===== config.mk =====
export PLATFORM = sky130hd
export DESIGN_NAME = user_block_driver_flat
export DESIGN_NICKNAME = d
export VERILOG_FILES = /design/src/rtl/user_block_driver_if.sv /design/src/rtl/user_block_driver.sv /design/src/flat_wrapper.sv
export SDC_FILE = /design/constraint.sdc
export NUM_CORES = 2
export LEC_CHECK = 0
export CAP_MARGIN = 20
export CORE_MARGIN = 2
export CORE_UTILIZATION = 45
export DETAILED_ROUTE_END_ITERATION = 10
export MAX_ROUTING_LAYER = met4
export SKIP_CTS_REPAIR_TIMING = 1
export SKIP_LAST_GASP = 1
export SLEW_MARGIN = 40
export SYNTH_ARGS = -nofsm -noshare
export SYNTH_HDL_FRONTEND = slang
export SYNTH_SLANG_ARGS = --single-unit

===== constraint.sdc =====
create_clock -name clk -period 6.63 [get_ports clk]
set_clock_uncertainty 0.1 [all_clocks]
set_input_delay 1.326 -clock clk [delete_from_list [all_inputs] [get_ports clk]]
set_output_delay 1.326 -clock clk [all_outputs]
set_load 0.05 [all_outputs]

===== src/rtl/user_block_driver_if.sv =====
`default_nettype none
// =============================================================================
// Module      : user_block_driver_if
// Description : Host-buffer and user-block signal bundle for user_block_driver.
// Revision    : 1.0 - initial release
// =============================================================================
interface user_block_driver_if;
    logic        wr_en;
    logic [5:0]  wr_addr;
    logic [31:0] wr_data;
    logic [5:0]  rd_addr;
    logic [31:0] rd_data;
    logic        go;
    logic        busy;
    logic        done;
    logic        err;
    logic        wr_rej;
    logic        start;
    logic [7:0]  data_in_addr;
    logic [31:0] data_in;
    logic [7:0]  data_out_addr;
    logic [31:0] data_out;

    modport slave (
        input  wr_en, wr_addr, wr_data, rd_addr, go, data_in_addr, data_out_addr, data_out,
        output rd_data, busy, done, err, wr_rej, start, data_in
    );

    modport master (
        output wr_en, wr_addr, wr_data, rd_addr, go, data_in_addr, data_out_addr, data_out,
        input  rd_data, busy, done, err, wr_rej, start, data_in
    );
endinterface
`default_nettype wire


===== src/rtl/user_block_driver.sv =====
`default_nettype none
// =============================================================================
// Module      : user_block_driver
// Description : Buffers host data for a user block, launches one run per go and
//               captures its results; USER_BLOCK_DRIVER_TIMEOUT_EN adds a watchdog.
// Revision    : 1.0 - initial release
// =============================================================================
module user_block_driver #(
    parameter int TIMEOUT_CYCLES = 4096,
    parameter int FLAG_ADDR      = 9
) (
    input  wire logic         clk,
    input  wire logic         rst,
    user_block_driver_if.slave bus
);
    typedef enum logic [1:0] {
        S_IDLE   = 2'd0,
        S_LAUNCH = 2'd1,
        S_RUN    = 2'd2,
        S_FINISH = 2'd3
    } state_t;

    localparam logic [7:0] c_flag_addr = 8'(FLAG_ADDR);

    if (TIMEOUT_CYCLES < 1) begin : g_bad_timeout
        $error("TIMEOUT_CYCLES must be at least 1");
    end

    state_t      r_state;
    state_t      w_state_nxt;
    logic [31:0] r_in_buf  [64];
    logic [31:0] r_res_buf [64];
    logic [31:0] r_rd_data;
    logic        r_wr_rej;
    logic        r_armed;
    logic        w_flag_hit;
    logic        w_complete;
    logic        w_timeout;
    logic        w_res_we;

    assign w_flag_hit = (r_state == S_RUN) && (bus.data_out_addr == c_flag_addr);
    // Completion needs a prior flag=0 in this run so a stale flag=1 cannot end it.
    assign w_complete = w_flag_hit && r_armed && bus.data_out[0];
    assign w_res_we   = !rst && (r_state == S_RUN) && (bus.data_out_addr[7:6] == 2'b00);

`ifdef USER_BLOCK_DRIVER_TIMEOUT_EN
    localparam int c_cnt_w = $clog2(TIMEOUT_CYCLES) + 1;

    logic [c_cnt_w-1:0] r_tmo_cnt;
    logic               r_err;

    always_ff @(posedge clk) begin
        if (rst) begin
            r_tmo_cnt <= '0;
        end else if (r_state == S_LAUNCH) begin
            r_tmo_cnt <= '0;
        end else if (r_state == S_RUN) begin
            r_tmo_cnt <= r_tmo_cnt + 1'b1;
        end
    end

    assign w_timeout = (r_state == S_RUN) && (r_tmo_cnt == c_cnt_w'(TIMEOUT_CYCLES - 1));

    always_ff @(posedge clk) begin
        if (rst) begin
            r_err <= 1'b0;
        end else if ((r_state == S_IDLE) && bus.go) begin
            r_err <= 1'b0;
        end else if (w_timeout && !w_complete) begin
            r_err <= 1'b1;
        end
    end

    assign bus.err = r_err;
`else
    assign w_timeout = 1'b0;
    assign bus.err   = 1'b0;
`endif

    always_ff @(posedge clk) begin
        if (rst) begin
            r_state <= S_IDLE;
        end else begin
            r_state <= w_state_nxt;
        end
    end

    always_comb begin
        w_state_nxt = r_state;
        case (r_state)
            S_IDLE:   if (bus.go) w_state_nxt = S_LAUNCH;
            S_LAUNCH: w_state_nxt = S_RUN;
            S_RUN:    if (w_complete || w_timeout) w_state_nxt = S_FINISH;
            S_FINISH: w_state_nxt = S_IDLE;
            default:  w_state_nxt = S_IDLE;
        endcase
    end

    always_ff @(posedge clk) begin
        if (rst) begin
            r_armed   <= 1'b0;
            r_wr_rej  <= 1'b0;
            r_rd_data <= 32'h0;
        end else begin
            if (r_state == S_LAUNCH) begin
                r_armed <= 1'b0;
            end else if (w_flag_hit && !bus.data_out[0]) begin
                r_armed <= 1'b1;
            end
            r_wr_rej  <= bus.wr_en && (r_state != S_IDLE);
            r_rd_data <= r_res_buf[bus.rd_addr];
        end
    end

    // Buffer storage carries no reset; only the write enables are qualified by it.
    always_ff @(posedge clk) begin
        if (!rst && (r_state == S_IDLE) && bus.wr_en) begin
            r_in_buf[bus.wr_addr] <= bus.wr_data;
        end
        if (w_res_we) begin
            r_res_buf[bus.data_out_addr[5:0]] <= bus.data_out;
        end
    end

    assign bus.data_in = (bus.data_in_addr[7:6] == 2'b00) ? r_in_buf[bus.data_in_addr[5:0]] : 32'h0;
    assign bus.start   = (r_state == S_LAUNCH);
    assign bus.done    = (r_state == S_FINISH);
    assign bus.busy    = (r_state != S_IDLE);
    assign bus.wr_rej  = r_wr_rej;
    assign bus.rd_data = r_rd_data;

endmodule
`default_nettype wire


===== src/flat_wrapper.sv =====
// flat-port wrapper written by rule: the top's interface ports become plain ports
module user_block_driver_flat 
#(
    parameter int TIMEOUT_CYCLES = 4096,
    parameter int FLAG_ADDR      = 9
)
  (clk, rst, bus_wr_en, bus_wr_addr, bus_wr_data, bus_rd_addr, bus_go, bus_data_in_addr, bus_data_out_addr, bus_data_out, bus_rd_data, bus_busy, bus_done, bus_err, bus_wr_rej, bus_start, bus_data_in);
  user_block_driver_if bus_i ();
  input  wire logic clk;
  input  wire logic rst;
  input wire logic [$bits(bus_i.wr_en)-1:0] bus_wr_en;
  input wire logic [$bits(bus_i.wr_addr)-1:0] bus_wr_addr;
  input wire logic [$bits(bus_i.wr_data)-1:0] bus_wr_data;
  input wire logic [$bits(bus_i.rd_addr)-1:0] bus_rd_addr;
  input wire logic [$bits(bus_i.go)-1:0] bus_go;
  input wire logic [$bits(bus_i.data_in_addr)-1:0] bus_data_in_addr;
  input wire logic [$bits(bus_i.data_out_addr)-1:0] bus_data_out_addr;
  input wire logic [$bits(bus_i.data_out)-1:0] bus_data_out;
  output wire logic [$bits(bus_i.rd_data)-1:0] bus_rd_data;
  output wire logic [$bits(bus_i.busy)-1:0] bus_busy;
  output wire logic [$bits(bus_i.done)-1:0] bus_done;
  output wire logic [$bits(bus_i.err)-1:0] bus_err;
  output wire logic [$bits(bus_i.wr_rej)-1:0] bus_wr_rej;
  output wire logic [$bits(bus_i.start)-1:0] bus_start;
  output wire logic [$bits(bus_i.data_in)-1:0] bus_data_in;
  assign bus_i.wr_en = bus_wr_en;
  assign bus_i.wr_addr = bus_wr_addr;
  assign bus_i.wr_data = bus_wr_data;
  assign bus_i.rd_addr = bus_rd_addr;
  assign bus_i.go = bus_go;
  assign bus_i.data_in_addr = bus_data_in_addr;
  assign bus_i.data_out_addr = bus_data_out_addr;
  assign bus_i.data_out = bus_data_out;
  assign bus_rd_data = bus_i.rd_data;
  assign bus_busy = bus_i.busy;
  assign bus_done = bus_i.done;
  assign bus_err = bus_i.err;
  assign bus_wr_rej = bus_i.wr_rej;
  assign bus_start = bus_i.start;
  assign bus_data_in = bus_i.data_in;
  user_block_driver #(.TIMEOUT_CYCLES(TIMEOUT_CYCLES), .FLAG_ADDR(FLAG_ADDR)) u_core (.clk(clk), .rst(rst), .bus(bus_i));
endmodule

; Word level (Yosys, flattened, before mapping)
; Memory sizes are Yosys's and may differ from the RTL's. A register that Yosys moved wholly into a read port is not among the register bits.
; Cells that the tools add are included.
[op_classes]
mux = 8
eq_ne = 6
reduce_logical = 17
[op_table]
columns = cell, count
row1 = two-way mux 32 bit, 1
row2 = logical AND 1 bit, 9
row3 = == test 8 x 4 -> 1 bit (second input constant), 1
row4 = one-hot mux 2 bit (4 select lines), 1
row5 = zero test 2 bit, 3
row6 = == test 2 bit (second input constant), 2
row7 = two-way mux 1 bit, 4
row8 = two-way mux 2 bit, 2
row9 = == test 2 x 1 -> 1 bit (second input constant), 1
row10 = zero test 1 bit, 2
row11 = != test 2 x 1 -> 1 bit (second input constant), 1
row12 = != test 2 bit (second input constant), 1
row13 = AND reduction 2 bit, 1
row14 = nonzero test 2 bit, 1
row15 = OR reduction 2 bit, 1
[word_totals]
out_inout_bits = 69
regBits = 4
ram_bits = 4096
n_memories = 2
in_bits = 96
wordCells = 36
[mem_list]
columns = memory, depth, width, read_ports, rd_clocked_by_memory_dff, wr, line_no
row1 = u_core.r_in_buf, 64, 32, 1, 0, 1, user_block_driver.sv:31  ; logic [31:0] r_in_buf [64];
row2 = u_core.r_res_buf, 64, 32, 1, 1, 1, user_block_driver.sv:32  ; logic [31:0] r_res_buf [64];

; Logic depth before layout (Yosys ltp)
[depth]
word_depth = 6
mapped_depth = 11
ltp_nobuf = 8

; Worst setup path after synthesis
; OpenSTA, ideal clock, no wires.
[synth_timing]
kind = input -> output
from = input port bus_data_in_addr[1]
to = output port bus_data_in[13]
slack_ns = 1.347
cell_stages = 9
arrival_time_ns = 3.857
t_required_ns = 5.204
cell_sequence = buf_4 -> buf_2 -> buf_2 -> buf_2 -> mux4_2 -> nor2_1 -> o21ai_0 -> o21ai_0 -> a211oi_1
[synth_between]
elab_chain_len = 2
[synth_lines]
columns = item, line_no
row1 = start: declaration, flat_wrapper.sv:16  ; input wire logic [$bits(bus_i.data_in_addr)-1:0] bus_data_in_addr;
row2 = memory (64 x 32 bit), --
row3 = two-way mux 32 bit, user_block_driver.sv:125  ; assign bus.data_in = (bus.data_in_addr[7:6] == 2'b00) ? r_in_buf[bus.data_in_addr[5:0]] : 32'h0;
row4 = end: declaration, flat_wrapper.sv:25  ; output wire logic [$bits(bus_i.data_in)-1:0] bus_data_in;
; Every way passes these cells.

; Worst setup path in the final report
[layout_timing]
from = input port bus_data_in_addr[1]
to = output port bus_data_in[4]
; Same word-level chain as after synthesis.

==> out/metrics.yaml <==
io-pin-count: 165
grt.total_usage: 0.2457
gr-total-overflow: 0
final_area_um2: 181400
synthSimpleGateAreaFrac: 0.01626
place_worst_setup_slack_ns: 0.6076
syn_avg_cell_area_um2: 23.47
dpl_cell_area_um2: 167500
grt_pass1_vias: 76330
synth_cells: 6728
cp.buffers_inverters: 4
port_buffers: 163
drtIter0Drc: 9007
cts_made_buffers: 419
worst-setup-path-type: "input pin to primary output"
core-area_um2: 349400
slew_headroom: 0.3892
synth_seq_area_share: 0.7836
wl_um: 427200
final.setup.worst_slack_ns: 0.6293
worstSkewPairLatency_ns: 0.99
vias: 75610
synthMuxAreaShare: 0.1710
cap_violations: 0
synthXorXnorAreaFrac: 0
cts-root-buf: "clkbuf_16"
hp-class: "flop to flop"
rsz0062_at_grt: "no"
cts.clk_slew.worst_paths_ns: 0.05
grt_max_degree: 99
cp_slowest_stage_delay_ns: 0.71
clock_path_buffers: 4
synthTopCellsByArea: "edfxtp_1 (78%), mux4_2 (16%), mux2i_1 (1.1%)"
cp_max_fo: 35
required_ns: 5.20
avgViaCountPerCell: 6.155
dieArea_um2: 355600
grt_pass1_wl_um: 597300
syn_area_um2: 157900
start_util: 0.4518
synth-compound-area-share: 0.01464
synth_top_family_by_area: "multiplexers"
routabilityCongestion: 0.8136
yosysUniqueCellTypes: 59
tns_ns: 0
synth_top_area_frac: 0.7790
async_flop_share: 0
vdd_ir_drop_max_uv: 320.6
powerDensity_nw_per_um2: 303.7
hpwl_um: 242100
cts_tree: "built"
wl_per_cell_um: 34.78
h-tree-depth: 5
setup_viol: 0
synthFlopType: "edfxtp_1"
finalHoldViolations: 0
finalNetCount: 7421
cp_top_family: "buffers and inverters"
synth-seq-cells: 4132
cp-start-kind: "input pin"
fillers: 26680
yosys-top-cells-count: "edfxtp_1 (4096), mux4_2 (1107), nor2_1 (221), nand2_1 (182), mux2i_1 (168)"
drive_gt1_frac: 0.3084
synth_edf_count: 4096
run_status: "complete, no violations"
synth_most_common_cell: "edfxtp_1"
synth_top_cell_by_area: "edfxtp_1"
die_w_um: 596.3
ys_warn_count: 0
timing.final.crit_share: 0.9051
grt_antenna_before_repair: 30
cp.arrival_ns: 4.57
p_leak_nw: 56.48
p_total_mw: 55.09
slew_viol_final: 0
clock.fmax_mhz: 166.6
row_count: 217
slowest_stage: "o21ai_0"
drc: 0
synth_fp_nets: 6828
area_growth_pct: 14.89
cts.sinks: 4132
crit_path_end_kind: "primary output"
drt.antenna.violating_nets: 0
synthAdderAreaFrac: 0.0003170
drt_pass1_iterations: 5
die_y_um: 596.3
period_needed_ns: 6.001
worst_slew_pin_slew_ns: 0.9163
worstPathCellList: "buf_8, buf_12, buf_4, mux4_2, mux4_2, o21ai_0, nor3_1, buf_4"
logic make-up (layout without fill, tap and decap cells):
family	count (synthesis)	after routing
muxes	1300	1300
and+or+nand+nor	581	581
buffers and inverters	372	1317
adders and majority gates	4	4
DFF	4132	4132
AOI/OAI and AO/OA	338	338
other	1	13
worst reg2reg max path: stages (launching register included):
cell and delay, ns:
dfxtp_1 0.32, inv_1 0.11, ha_1 0.20, or3b_2 0.63, nor2_1 0.30, nand3_1 0.63
nor2_4 0.52, buf_4 0.67
through the flow:
| step | hold WS, ns | utilization | instances |
|---|---|---|---|
| CTS | 0.4037 | 0.5186 | 12270 |
| global placement | 0.3824 | 0.4781 | 11480 |
| floorplan | 0.3686 | - | 6728 |
| finish | 0.4001 | 0.5191 | 12280 |
| global route | 0.4443 | 0.5191 | 12280 |
| detailed placement | 0.3948 | 0.4794 | 11490 |
layer usage:
layer	track usage	routed length, µm	up-vias
li1	-	-	30060
met1	0.3220	167100	41580
met2	0.4091	218700	3352
met3	0.03149	29060	618
met4	0.06513	12400	0
met5	-	0	-
cell type report:
cell class | instances | area [µm²] | area share
multi-input combinational | 2224 | 32970 | 0.1818
inverter | 7 | 35.03 | 0.0001931
timing repair buffer | 537 | 5207 | 0.02871
tap | 4599 | 5754 | 0.03172
antenna | 12 | 30.03 | 0.0001655
clock inverter | 245 | 2516 | 0.01387
clock buffer | 528 | 11160 | 0.06153
sequential | 4132 | 123700 | 0.6820
placed cells by master, fill, tap and decap left out, types with 13 or more instances in the layout:
cell / n
a211oi_1: 29
a21oi_1: 42
a221oi_1: 18
a22oi_1: 67
a31oi_1: 31
a32oi_1: 17
buf_12: 62
buf_2: 22
buf_4: 373
bufinv_16: 39
clkbuf_1: 89
clkbuf_16: 425
clkbuf_8: 14
clkdlybuf4s50_1: 55
clkinv_1: 85
clkinv_2: 76
clkinvlp_4: 15
dfxtp_1: 36
edfxtp_1: 4096
mux2_2: 18
mux2i_1: 168
mux4_2: 1107
nand2_1: 182
nand3_1: 50
nor2_1: 85
nor2_4: 128
nor2b_1: 36
nor3_1: 18
o211ai_1: 13
o21ai_0: 36
o21ai_1: 16
o22ai_1: 30
path summary, 6_finish.rpt:
path / from / endpoint / slack, ns / depth (start not counted)
max: bus_data_in_addr[1] / bus_data_in[4] / 0.63 / 8
max reg2reg: u_core.r_state[0] / u_core.r_res_buf[21][4] / 2.78 / 7
min reg2reg: u_core.r_armed / u_core.r_armed / 0.40 / 2
min: u_core.r_armed / u_core.r_armed / 0.40 / 2
flip-flops by register name, summed over array words and instances (netlist names):
signal              count
u_core.r_armed          1
u_core.r_in_buf      2048
u_core.r_state          2
u_core.r_res_buf     2048
u_core.bus.wr_rej       1
u_core.bus.rd_data     32
report_power, final:
group	internal (mW)	total [mW]	switching, mW
sequential	28.8	28.8	0.0260
combinational	1.03	2.84	1.81
clock	13.5	23.4	9.98
total	43.3	55.1	11.8
Note: power is estimated with default switching activity, not from simulation.
